<file path="config.mk">
export PLATFORM = sky130hd
export DESIGN_NAME = hazard_ctl_flat
export DESIGN_NICKNAME = d
export VERILOG_FILES = /design/src/rtl/hazard_ctl_pkg.sv /design/src/rtl/hazard_ctl_if.sv /design/src/rtl/hazard_ctl_md_timer.sv /design/src/rtl/hazard_ctl.sv /design/src/flat_wrapper.sv
export SDC_FILE = /design/constraint.sdc
export NUM_CORES = 1
export LEC_CHECK = 0
export CORE_UTILIZATION = 50
export CTS_BUF_LIST = sky130_fd_sc_hd__clkbuf_8
export DETAILED_ROUTE_END_ITERATION = 10
export PLACE_DENSITY = 0.88
export SYNTH_ARGS = -nofsm -noshare
export SYNTH_HDL_FRONTEND = slang
export SYNTH_HIERARCHICAL = 1
export SYNTH_SLANG_ARGS = --single-unit
</file>
<file path="constraint.sdc">
create_clock -name clk -period 4.8 [get_ports clk]
set_input_delay 0.72 -clock clk [delete_from_list [all_inputs] [get_ports clk]]
set_output_delay 0.72 -clock clk [all_outputs]
set_load 0.03 [all_outputs]
</file>
<file path="src/rtl/hazard_ctl_pkg.sv">
// Shared definitions for the pipeline interlock controller: FSM encodings,
// timer width and default mul/div latencies.
package hazard_ctl_pkg;

  typedef enum logic [1:0] {
    HZ_RUN      = 2'd0,
    HZ_MUL_BUSY = 2'd1,
    HZ_DIV_BUSY = 2'd2
  } hz_state_t;

  localparam int TMR_W          = 6;
  localparam int MUL_CYCLES_DEF = 4;
  localparam int DIV_CYCLES_DEF = 33;
  localparam int CNT_W_DEF      = 16;

  function automatic logic [TMR_W-1:0] md_load_val(input logic is_div,
                                                  input int   mul_n,
                                                  input int   div_n);
    return is_div ? TMR_W'(div_n) : TMR_W'(mul_n);
  endfunction

endpackage

</file>
<file path="src/rtl/hazard_ctl_if.sv">
// Hazard-control bundle between the pipeline (master) and the interlock
// controller (slave).
interface hazard_ctl_if #(
  parameter int CNT_W = 16
);
  logic [4:0]       id_rs_rn;
  logic [4:0]       id_rt_rn;
  logic             id_use_rs;
  logic             id_use_rt;
  logic [4:0]       ex_wr_rn;
  logic             ex_is_load;
  logic             id_md_req;
  logic             id_md_div;
  logic             id_hilo_rd;
  logic             ext_wait;
  logic             stat_clr;
  logic             pause;
  logic             id_bubble;
  logic             md_go;
  logic             md_busy;
  logic             md_done;
  logic [CNT_W-1:0] stall_cnt;

  modport master (
    output id_rs_rn, id_rt_rn, id_use_rs, id_use_rt, ex_wr_rn, ex_is_load,
           id_md_req, id_md_div, id_hilo_rd, ext_wait, stat_clr,
    input  pause, id_bubble, md_go, md_busy, md_done, stall_cnt
  );

  modport slave (
    input  id_rs_rn, id_rt_rn, id_use_rs, id_use_rt, ex_wr_rn, ex_is_load,
           id_md_req, id_md_div, id_hilo_rd, ext_wait, stat_clr,
    output pause, id_bubble, md_go, md_busy, md_done, stall_cnt
  );
endinterface

</file>
<file path="src/rtl/hazard_ctl_md_timer.sv">
// Mul/div occupancy timer: loads a cycle count on issue, free-runs down to
// zero, and flags busy plus a one-cycle done pulse after the last busy cycle.
module hz_md_timer
  import hazard_ctl_pkg::*;
(
  input  logic             clk,
  input  logic             rst,
  input  logic             load,
  input  logic [TMR_W-1:0] load_val,
  output logic             busy,
  output logic             done,
  output logic             expire
);

  logic [TMR_W-1:0] tmr;

  always_ff @(posedge clk) begin
    if (rst) begin
      tmr  <= '0;
      busy <= 1'b0;
      done <= 1'b0;
    end else if (load) begin
      tmr  <= load_val;
      busy <= (load_val != '0);
      done <= 1'b0;
    end else if (busy) begin
      tmr  <= tmr - TMR_W'(1);
      busy <= (tmr != TMR_W'(1));
      done <= (tmr == TMR_W'(1));
    end else begin
      done <= 1'b0;
    end
  end

  // High in the final busy cycle; the FSM leaves its busy state on this edge.
  assign expire = busy && (tmr == TMR_W'(1));

endmodule

</file>
<file path="src/rtl/hazard_ctl.sv">
// Pipeline interlock controller: load-use, mul/div busy and external-wait
// stalls, mul/div issue sequencing and a saturating stall-cycle counter.
module hazard_ctl
  import hazard_ctl_pkg::*;
#(
  parameter int MUL_CYCLES = MUL_CYCLES_DEF,
  parameter int DIV_CYCLES = DIV_CYCLES_DEF,
  parameter int CNT_W      = CNT_W_DEF
) (
  input  logic         clk,
  input  logic         rst,
  hazard_ctl_if.slave  hz
);

  hz_state_t        state_q, state_d;
  logic             ldu, mdh;
  logic             pause, id_bubble, md_go;
  logic             md_busy, md_done, md_expire;
  logic [CNT_W-1:0] cnt;

  assign ldu = hz.ex_is_load && (hz.ex_wr_rn != 5'd0) &&
               ((hz.id_use_rs && (hz.ex_wr_rn == hz.id_rs_rn)) ||
                (hz.id_use_rt && (hz.ex_wr_rn == hz.id_rt_rn)));
  assign mdh = md_busy && (hz.id_hilo_rd || hz.id_md_req);

  // Priority: rst > ext_wait > mul/div hazard > load-use.
  always_comb begin
    pause     = 1'b0;
    id_bubble = 1'b0;
    md_go     = 1'b0;
    if (!rst) begin
      if (hz.ext_wait) begin
        pause = 1'b1;
      end else if (mdh || ldu) begin
        pause     = 1'b1;
        id_bubble = 1'b1;
      end else begin
        md_go = hz.id_md_req;
      end
    end
  end

  hz_md_timer u_md_timer (
    .clk      (clk),
    .rst      (rst),
    .load     (md_go),
    .load_val (md_load_val(hz.id_md_div, MUL_CYCLES, DIV_CYCLES)),
    .busy     (md_busy),
    .done     (md_done),
    .expire   (md_expire)
  );

  always_ff @(posedge clk) begin
    if (rst) state_q <= HZ_RUN;
    else     state_q <= state_d;
  end

  always_comb begin
    state_d = state_q;
    case (state_q)
      HZ_RUN:      if (md_go) state_d = hz.id_md_div ? HZ_DIV_BUSY : HZ_MUL_BUSY;
      HZ_MUL_BUSY,
      HZ_DIV_BUSY: if (md_expire) state_d = HZ_RUN;
      default:     state_d = HZ_RUN;
    endcase
  end

  // Saturating stall counter; a clear request wins over the increment.
  always_ff @(posedge clk) begin
    if (rst || hz.stat_clr) cnt <= '0;
    else if (pause && !(&cnt)) cnt <= cnt + CNT_W'(1);
  end

  assign hz.pause     = pause;
  assign hz.id_bubble = id_bubble;
  assign hz.md_go     = md_go;
  assign hz.md_busy   = md_busy;
  assign hz.md_done   = md_done;
  assign hz.stall_cnt = cnt;

endmodule

</file>
<file path="src/flat_wrapper.sv">
// flat-port wrapper written by rule: the top's interface ports become plain ports
module hazard_ctl_flat import hazard_ctl_pkg::*;
#(
  parameter int MUL_CYCLES = MUL_CYCLES_DEF,
  parameter int DIV_CYCLES = DIV_CYCLES_DEF,
  parameter int CNT_W      = CNT_W_DEF
)
  (clk, rst, hz_id_rs_rn, hz_id_rt_rn, hz_id_use_rs, hz_id_use_rt, hz_ex_wr_rn, hz_ex_is_load, hz_id_md_req, hz_id_md_div, hz_id_hilo_rd, hz_ext_wait, hz_stat_clr, hz_pause, hz_id_bubble, hz_md_go, hz_md_busy, hz_md_done, hz_stall_cnt);
  hazard_ctl_if #(.CNT_W(CNT_W)) hz_i ();
  input  logic clk;
  input  logic rst;
  input wire logic [$bits(hz_i.id_rs_rn)-1:0] hz_id_rs_rn;
  input wire logic [$bits(hz_i.id_rt_rn)-1:0] hz_id_rt_rn;
  input wire logic [$bits(hz_i.id_use_rs)-1:0] hz_id_use_rs;
  input wire logic [$bits(hz_i.id_use_rt)-1:0] hz_id_use_rt;
  input wire logic [$bits(hz_i.ex_wr_rn)-1:0] hz_ex_wr_rn;
  input wire logic [$bits(hz_i.ex_is_load)-1:0] hz_ex_is_load;
  input wire logic [$bits(hz_i.id_md_req)-1:0] hz_id_md_req;
  input wire logic [$bits(hz_i.id_md_div)-1:0] hz_id_md_div;
  input wire logic [$bits(hz_i.id_hilo_rd)-1:0] hz_id_hilo_rd;
  input wire logic [$bits(hz_i.ext_wait)-1:0] hz_ext_wait;
  input wire logic [$bits(hz_i.stat_clr)-1:0] hz_stat_clr;
  output wire logic [$bits(hz_i.pause)-1:0] hz_pause;
  output wire logic [$bits(hz_i.id_bubble)-1:0] hz_id_bubble;
  output wire logic [$bits(hz_i.md_go)-1:0] hz_md_go;
  output wire logic [$bits(hz_i.md_busy)-1:0] hz_md_busy;
  output wire logic [$bits(hz_i.md_done)-1:0] hz_md_done;
  output wire logic [$bits(hz_i.stall_cnt)-1:0] hz_stall_cnt;
  assign hz_i.id_rs_rn = hz_id_rs_rn;
  assign hz_i.id_rt_rn = hz_id_rt_rn;
  assign hz_i.id_use_rs = hz_id_use_rs;
  assign hz_i.id_use_rt = hz_id_use_rt;
  assign hz_i.ex_wr_rn = hz_ex_wr_rn;
  assign hz_i.ex_is_load = hz_ex_is_load;
  assign hz_i.id_md_req = hz_id_md_req;
  assign hz_i.id_md_div = hz_id_md_div;
  assign hz_i.id_hilo_rd = hz_id_hilo_rd;
  assign hz_i.ext_wait = hz_ext_wait;
  assign hz_i.stat_clr = hz_stat_clr;
  assign hz_pause = hz_i.pause;
  assign hz_id_bubble = hz_i.id_bubble;
  assign hz_md_go = hz_i.md_go;
  assign hz_md_busy = hz_i.md_busy;
  assign hz_md_done = hz_i.md_done;
  assign hz_stall_cnt = hz_i.stall_cnt;
  hazard_ctl #(.MUL_CYCLES(MUL_CYCLES), .DIV_CYCLES(DIV_CYCLES), .CNT_W(CNT_W)) u_core (.clk(clk), .rst(rst), .hz(hz_i));
endmodule
</file>
==> results.json, run 1 <==
{
  "outcome": "finished, violations left",
  "violations": "design-rule violations",
  "io_buffers": 45,
  "num_vias": 1554,
  "post_cts_buffers": 0,
  "leakagePower_uw": 0.000706,
  "antenna_cells": 0,
  "syn_inst": 187,
  "clkSinkCount": 24,
  "cts.clk_slew.worst_paths_ps": 90,
  "path_cells": "clkdlybuf4s50_1 -> or4_1 -> o21ai_2 -> nor2_1 -> a21oi_2 -> inv_2 -> clkdlybuf4s50_1",
  "start_kind": "input port",
  "drive_gt1_share_pct": 8.97,
  "clk_latency_ps": 270,
  "placed_cell_area_um2": 1990,
  "grt.overflow.total": 0,
  "grt_max_degree": 16,
  "total_power_uw": 434,
  "initial_core_util_pct": 54.0,
  "seq_area_frac_synth_pct": 31.4,
  "hp-class": "flop to flop",
  "num_rows": 19,
  "htreeDepth": 1,
  "die_x_um": 57.3,
  "synthArstFlopShare_pct": 0,
  "yosysUniqueCellTypes": 57,
  "cts_root_buf": "clkbuf_8",
  "ys_seq_elements": 24,
  "drv_slew": 0,
  "hold_ws_ps": 523,
  "rsz0062_at_grt": "no",
  "gp_congestion": 0.873,
  "cp_max_fo": 13,
  "required_ps": 4080,
  "io_pins": 46,
  "grt_pass1_wl_mm": 6.18,
  "layout_common_cells": "clkdlybuf4s50_1 (45), dfxtp_1 (24), nand2_1 (16), nor2_1 (16), a21oi_1 (12)",
  "dieArea_um2": 3280,
  "drc": 4,
  "crit_buf_inv": 3,
  "setup-violations-final": 0,
  "synthFlopType": "dfxtp_1",
  "slowest_stage": "clkdlybuf4s50_1",
  "viasPerCell": 5.86,
  "core_area_um2": 2830,
  "netlist_area_um2": 1530,
  "avgRoutedWirePerCell_um": 14.0,
  "cp_slowest_stage_delay_ps": 640,
  "grt_pass1_vias": 1407,
  "firstDrtPassIters": 7,
  "hpwlAfterDp_mm": 2.83,
  "reg2reg_slack_ps": 2740,
  "end_kind": "primary output",
  "maxCapViolations": 0,
  "crit_type": "input port to primary output",
  "peakVddDrop_v": 0.000189,
  "finalSetupTns_ps": 0,
  "critPathTopFamily": "buffers and inverters",
  "clockBufferDepth": 2,
  "synth-edff-count": 0,
  "drtIter0Drc": 81,
  "max_slew_margin_pct": 59.3,
  "ys_warn_count": 6,
  "wl_mm": 3.70,
  "clock.fmax_ghz": 0.252,
  "antenna_found_initial": 0,
  "postCtsHoldBufs": 0,
  "cts_resized": 0,
  "final_area_um2": 2040,
  "worst-slew-pin-transition_ps": 608,
  "area_growth_pct": 33.6,
  "crit_top_cell": "clkdlybuf4s50_1",
  "skew_ps": 13.1,
  "cts_buffers": 3,
  "p_per_area_nw_per_um2": 213,
  "track_usage_pct": 24.1,
  "syn_avg_cell_area_um2": 8.17,
  "cts_tree": "done",
  "final_common_cell": "clkdlybuf4s50_1",
  "arrival_ps": 3250,
  "die_h_um": 57.3,
  "hold_violations": 0,
  "nets": 263,
  "ant_nets": 0,
  "period_minus_slack_ps": 3970,
  "finalCritPeriodShare_pct": 82.7
}
-- power by group --
| part | switching [uW] | internal [uW] | total [uW] |
|---|---|---|---|
| Clock | 64.6 | 73.3 | 138 |
| Combinational | 41.4 | 42.5 | 83.9 |
| Sequential | 7.82 | 205 | 212 |
-- registers in the layout, indices dropped and copies added, names as in the netlist --
register                cells
u_core/hz.stall_cnt        16
u_core/u_md_timer/busy      1
u_core/u_md_timer/done      1
u_core/u_md_timer/tmr       6
-- through the flow --
| step | worst slack, ps | utilization (%) | cells |
|---|---|---|---|
| 2_1_floorplan | 2040 | - | 192 |
| 5_1_grt | 668 | 72.1 | 265 |
| 4_1_cts | 839 | 72.1 | 265 |
| 3_5_place_dp | 825 | 70.2 | 261 |
| 3_3_place_gp | 844 | 70.2 | 261 |
| 6_report | 831 | 72.1 | 265 |
-- logic make-up (layout without fill, tap and decap cells) --
kind of cell	count (synthesis)	in the layout	share of synthesized area, %
AO/OA/AOI/OAI	49	49	23.1
XOR/XNOR	13	13	7.45
adder cells (fa/ha/maj)	3	3	2.46
buffers and inverters	19	61	6.22
flip-flops	24	24	31.4
multiplexers	1	1	0.655
other	1	6	0.245
AND/OR/NAND/NOR	77	77	28.4
-- cells in the mapped netlist, drive strengths merged, types with 2 or more instances --
master / number / share of area, %
nor4: 3 / 1.2
nand2: 17 / 4.7
nand3: 7 / 2.3
o31ai: 2 / 0.98
nand4: 6 / 2.5
nor2: 16 / 3.9
and4: 2 / 1.1
a21oi: 13 / 4.5
ha: 3 / 2.5
o21a: 2 / 0.98
a21o: 2 / 1.1
nor4b: 4 / 2.7
a211oi: 4 / 2.0
nor3b: 2 / 1.3
a31oi: 4 / 1.6
and3: 5 / 2.0
a41o: 4 / 2.8
or4: 3 / 1.5
xor2: 2 / 1.1
dfxtp: 24 / 31
o21ai: 7 / 2.5
xnor2: 11 / 6.3
nor3: 5 / 2.0
or3: 4 / 1.8
buf: 6 / 3.0
inv: 12 / 2.9
-- cell type report --
cell class,count,area [um^2]
multi-input combinational,149,971
fill,220,788
sequential,24,480
timing repair buffer,45,450
clock buffer,4,55.1
inverter,12,45.0
tap,31,38.8
-- worst reg2reg max path, delay by kind of cell, from the launching register on --
family                     cells  cell delay [ps]
AOI/OAI and AO/OA              2              350
DFF                            1              420
and+or+nand+nor                3              930
adders and majority gates      1              240
-- layer usage --
metal	vias to the layer above	global-route usage [%]	wire, um	part of all wire (%)
li1	783	-	-	-
met1	720	27.3	1570	42
met2	45	45.9	1940	52
met3	6	4.08	150	4.1
met4	0	7.32	47	1.3
met5	-	0	0	0
-- final timing paths --
check                           endpoint                   start  cells past startpoint
hold / removal    u_core/hz.stall_cnt[1]  u_core/hz.stall_cnt[1]                      2
setup reg to reg  u_core/hz.stall_cnt[5]  u_core/hz.stall_cnt[0]                      6
setup / recovery                hz_pause          hz_ex_wr_rn[1]                      7
hold reg to reg   u_core/hz.stall_cnt[1]  u_core/hz.stall_cnt[1]                      2
Power figures use the tool's default switching activity.
==> run 2: changes to the inputs <==
- CORE_UTILIZATION: 50 -> 48
- PLACE_DENSITY: 0.88 -> 0.85
- clock period: 4.8 -> 4.06 ns (I/O delays scaled with it)
==> run 2 against run 1 <==
The run now ends clean. Routed wire length fell by 5.3%. Clock skew fell by 7.4 ps. First-iteration DRC count fell by 19%. Flip-flop and latch count did not move.
==> results.json, run 2 (synthesis results as in run 1) <==
{
  "outcome": "finished, final reports clean",
  "cp_max_fo": 3,
  "num_vias": 1528,
  "firstDrtPassIters": 4,
  "hold_ws_ps": 519,
  "total_power_uw": 510,
  "drtIter0Drc": 66,
  "io_buffers": 45,
  "cts_root_buf": "clkbuf_8",
  "postCtsHoldBufs": 0,
  "ant_nets": 0,
  "htreeDepth": 1,
  "antenna_cells": 0,
  "largest_reg_flops": 16,
  "slowest_stage": "clkdlybuf4s50_1",
  "required_ps": 3450,
  "finalSetupTns_ps": 0,
  "crit_buf_inv": 2,
  "io_pins": 46,
  "reg2reg_slack_ps": 2050,
  "startpoint": "hz_ex_wr_rn[1]",
  "layout_common_cells": "clkdlybuf4s50_1 (45), dfxtp_1 (24), nand2_1 (16), nor2_1 (16), a21oi_1 (12)",
  "worstReg2RegStart": "u_core/hz.stall_cnt[0]",
  "period_minus_slack_ps": 3520,
  "cts.clk_slew.worst_paths_ps": 80,
  "leakagePower_uw": 0.000716,
  "dp_cells": 276,
  "num_rows": 20,
  "setup-violations-final": 0,
  "grt_max_degree": 16,
  "drc": 0,
  "cts_tree": "done",
  "finalCritPeriodShare_pct": 86.7,
  "holdPathEnd": "u_core/hz.stall_cnt[4]",
  "max_slew_margin_pct": 63.1,
  "hold_depth": 2,
  "rsz0062_at_grt": "no",
  "nets": 265,
  "maxCapViolations": 0,
  "crit_type": "input port to primary output",
  "worst-r2r-cell-count": 6,
  "gp_congestion": 0.829,
  "grt_pass1_vias": 1327,
  "grt.overflow.total": 0,
  "track_usage_pct": 22.2,
  "p_per_area_nw_per_um2": 246,
  "clock.fmax_ghz": 0.284,
  "worst-slew-pin-transition_ps": 552,
  "hold_violations": 0,
  "hpwlAfterDp_mm": 2.80,
  "path_cells": "clkdlybuf4s50_1 -> or4_1 -> o21ai_2 -> nor2_1 -> nor2_1 -> and3_1 -> clkdlybuf4s50_1",
  "avgRoutedWirePerCell_um": 12.5,
  "initial_core_util_pct": 50.5,
  "min_from": "u_core/hz.stall_cnt[4]",
  "post_cts_buffers": 0,
  "viasPerCell": 5.46,
  "die_h_um": 58.4,
  "drv_slew": 0,
  "start_kind": "input port",
  "r2r_end": "u_core/hz.stall_cnt[5]",
  "hp-class": "flop to flop",
  "arrival_ps": 2910,
  "dieArea_um2": 3410,
  "cts_buffers": 3,
  "drive_gt1_share_pct": 9.75,
  "cts_resized": 0,
  "wl_mm": 3.51,
  "clk_latency_ps": 260,
  "critPathTopFamily": "buffers and inverters",
  "final_common_cell": "clkdlybuf4s50_1",
  "grt_pass1_wl_mm": 5.89,
  "die_x_um": 58.4,
  "skew_ps": 5.72,
  "core_area_um2": 3030,
  "cp_slowest_stage_delay_ps": 680,
  "area_growth_pct": 35.6,
  "clkSinkCount": 24,
  "clockBufferDepth": 2,
  "cp_num_cells": 7,
  "antenna_found_initial": 0,
  "post-route-util_pct": 68.4,
  "end_kind": "primary output",
  "peakVddDrop_v": 0.000202,
  "instances_no_fill": 280
}
run 2: changes by cell type in the layout (fill, tap and decap cells not counted):
cell | before | now
buf_4 | 0 | 2
run 2: worst max-delay path by stage:
| stage | end | slack, ps |
|---|---|---|
| after global routing | hz_md_go | 400 |
| after floorplan | u_core/u_md_timer/tmr[5] | 1410 |
| after global placement | hz_md_go | 630 |
| final | hz_md_go | 540 |
| after CTS | hz_md_go | 540 |
| after detailed placement | hz_md_go | 550 |
run 2: final cells by class:
| class | instances | area [um^2] |
|---|---|---|
| clock buffer | 4 | 55.1 |
| fill | 263 | 956 |
| inverter | 12 | 45.0 |
| multi-input combinational | 149 | 971 |
| sequential | 24 | 480 |
| tap | 44 | 55.1 |
| timing repair buffer | 47 | 465 |
run 2: layer usage:
layer | global-route usage (%) | vias up | share of wire (%)
li1 | - | 782 | -
met1 | 26.8 | 710 | 45
met2 | 41.5 | 32 | 51
met3 | 3.96 | 4 | 3.4
met4 | 3.74 | 0 | 0.48
met5 | 0 | - | 0
run 2: stage by stage:
stage | setup slack (ps) | area (um^2)
2_1_floorplan | 1410 | 1550
6_report | 539 | 2070
3_3_place_gp | 633 | 2020
4_1_cts | 543 | 2070
5_1_grt | 399 | 2070
3_5_place_dp | 548 | 2020
run 2: report_power, final:
group	switching, uW	internal (uW)	leakage [uW]
logic	47.6	51.5	0.000493
registers	9.31	242	0.000194
clock network	73.0	86.5	0.0000288
run 2: worst reg2reg max path: cells and delay by family (launching register included):
kind / cells / cell delay, ps
and+or+nand+nor: 3 / 900
DFF: 1 / 380
AOI/OAI and AO/OA: 2 / 360
adders and majority gates: 1 / 240
==> run 3: changes to the inputs <==
- ABC_AREA: default -> 1
- CORE_UTILIZATION: 48 -> 50
==> run 3 against run 2 <==
Non-clock buffer count unchanged. Sequential power about the same. Via count grew 30%. Cell area increased by 15%. Die area is 18% higher. Total power grew 0.66%. Core utilization is 0.51 points higher. Worst setup slack better by 190 ps. Sequential share of layout area decreased by 3.1 points. Global-route usage increased by 0.46 points. Maximum frequency rose by 5.6%. Critical endpoint is now hz_pause. Largest power group unchanged.
==> results.json, run 3 <==
{
  "outcome": "finished, final reports clean",
  "hpwlAfterDp_mm": 3.14,
  "pre_cts_ws_ps": 718,
  "drc": 0,
  "drv_slew": 0,
  "die_x_um": 63.3,
  "grt_pass1_wl_mm": 7.51,
  "maxCapViolations": 0,
  "firstDrtPassIters": 4,
  "num_vias": 1985,
  "final_common_cell": "nand2_1",
  "hold_violations": 0,
  "finalCritPeriodShare_pct": 82.2,
  "largest_reg_flops": 16,
  "io_pins": 46,
  "area_growth_pct": 27.1,
  "cts_root_buf": "clkbuf_8",
  "max_slew_margin_pct": 30.8,
  "antenna_found_initial": 0,
  "track_usage_pct": 22.7,
  "setup-violations-final": 0,
  "cts_tree": "done",
  "cp_slowest_stage_delay_ps": 650,
  "path_cells": "clkdlybuf4s50_1 -> inv_2 -> nand2_1 -> nand2_1 -> nor2_1 -> nand3_1 -> nand2_1 -> nand2_2 -> nand3_4 -> nand2_1 -> inv_1 -> clkdlybuf4s50_1",
  "cts_resized": 0,
  "htreeDepth": 1,
  "post-route-util_pct": 68.9,
  "nets": 398,
  "period_minus_slack_ps": 3340,
  "drive_gt1_share_pct": 8.42,
  "instances_no_fill": 414,
  "wl_mm": 4.11,
  "post_cts_buffers": 0,
  "dp_cells": 411,
  "viasPerCell": 4.79,
  "end_kind": "primary output",
  "syn_inst": 322,
  "ys_warn_count": 6,
  "die_h_um": 63.3,
  "core_area_um2": 3470,
  "arrival_ps": 2730,
  "crit_top_cell": "nand2_1",
  "num_rows": 21,
  "cts.clk_slew.worst_paths_ps": 80,
  "initial_core_util_pct": 54.2,
  "layout_common_cells": "nand2_1 (91), inv_1 (66), clkdlybuf4s50_1 (45), nor2_1 (40), dfxtp_1 (24)",
  "fillers": 325,
  "gp_congestion": 0.920,
  "setup_slack_ps": 724,
  "start_kind": "input port",
  "cts_buffers": 3,
  "avgRoutedWirePerCell_um": 9.93,
  "p_per_area_nw_per_um2": 215,
  "slowest_stage": "clkdlybuf4s50_1",
  "crit_buf_inv": 4,
  "peakVddDrop_v": 0.000245,
  "clkSinkCount": 24,
  "clockBufferDepth": 2,
  "required_ps": 3450,
  "skew_ps": 7.59,
  "critPathTopFamily": "buffers and inverters",
  "total_power_uw": 513,
  "postCtsHoldBufs": 0,
  "syn_avg_cell_area_um2": 5.84,
  "drtIter0Drc": 186,
  "dieArea_um2": 4010,
  "hp-class": "flop to flop",
  "antenna_cells": 0,
  "ff_latch_area_um2": 480,
  "rsz0062_at_grt": "no",
  "worst-slew-pin-transition_ps": 1030,
  "io_buffers": 45,
  "crit_type": "input port to primary output",
  "grt.overflow.total": 0,
  "clk_latency_ps": 270,
  "finalSetupTns_ps": 0,
  "grt_pass1_vias": 1820,
  "clock.fmax_ghz": 0.300,
  "cp_max_fo": 31,
  "ant_nets": 0,
  "leakagePower_uw": 0.00111,
  "multi_input_area_um2": 1070,
  "grt_max_degree": 32,
  "netlist_area_um2": 1880
}
## run 3: final timing paths
path	to	startpoint	slack (ps)	cells after the start
max	hz_pause	hz_ex_wr_rn[4]	720	12
min	u_core/hz.stall_cnt[5]	u_core/hz.stall_cnt[5]	490	2
max reg2reg	u_core/hz.stall_cnt[6]	u_core/hz.stall_cnt[0]	2240	10
min reg2reg	u_core/hz.stall_cnt[5]	u_core/hz.stall_cnt[5]	490	2
## run 3: layout make-up
class	count	share of cell area, %
clock buffers	3	1.73
inverters	73	11.5
multi-input cells	221	44.8
flip-flops and latches	24	20.1
well taps	46	2.41
repair buffers	47	19.5
## run 3: layer usage
layer	share of wire [%]	GRT usage [%]	routed length, um
met3	2.8	4.53	117
met4	0.46	4.83	19
met1	47	27.1	1920
met5	0	0	0
met2	50	41.2	2050
## run 3: report_power, final
group	total [uW]	internal [uW]	leakage, uW	switching, uW
Combinational	125	54.2	0.000899	71.0
Sequential	249	242	0.000194	7.15
Clock	139	66.4	0.0000216	72.6
Total	513	362	0.00111	151
## run 3: per-stage QoR
step	hold WS, ps	cell area (um^2)
floorplan	492	1900
CTS	489	2390
finish	489	2390
global placement	468	2350
detailed placement	476	2350
global route	510	2390
## run 3: worst reg2reg max path: cells and delay by family, from the launching register on
kind | cells | cell delay [ps]
flip-flops | 1 | 410
AND/OR/NAND/NOR | 7 | 910
adder cells (fa/ha/maj) | 1 | 260
buffers and inverters | 2 | 140
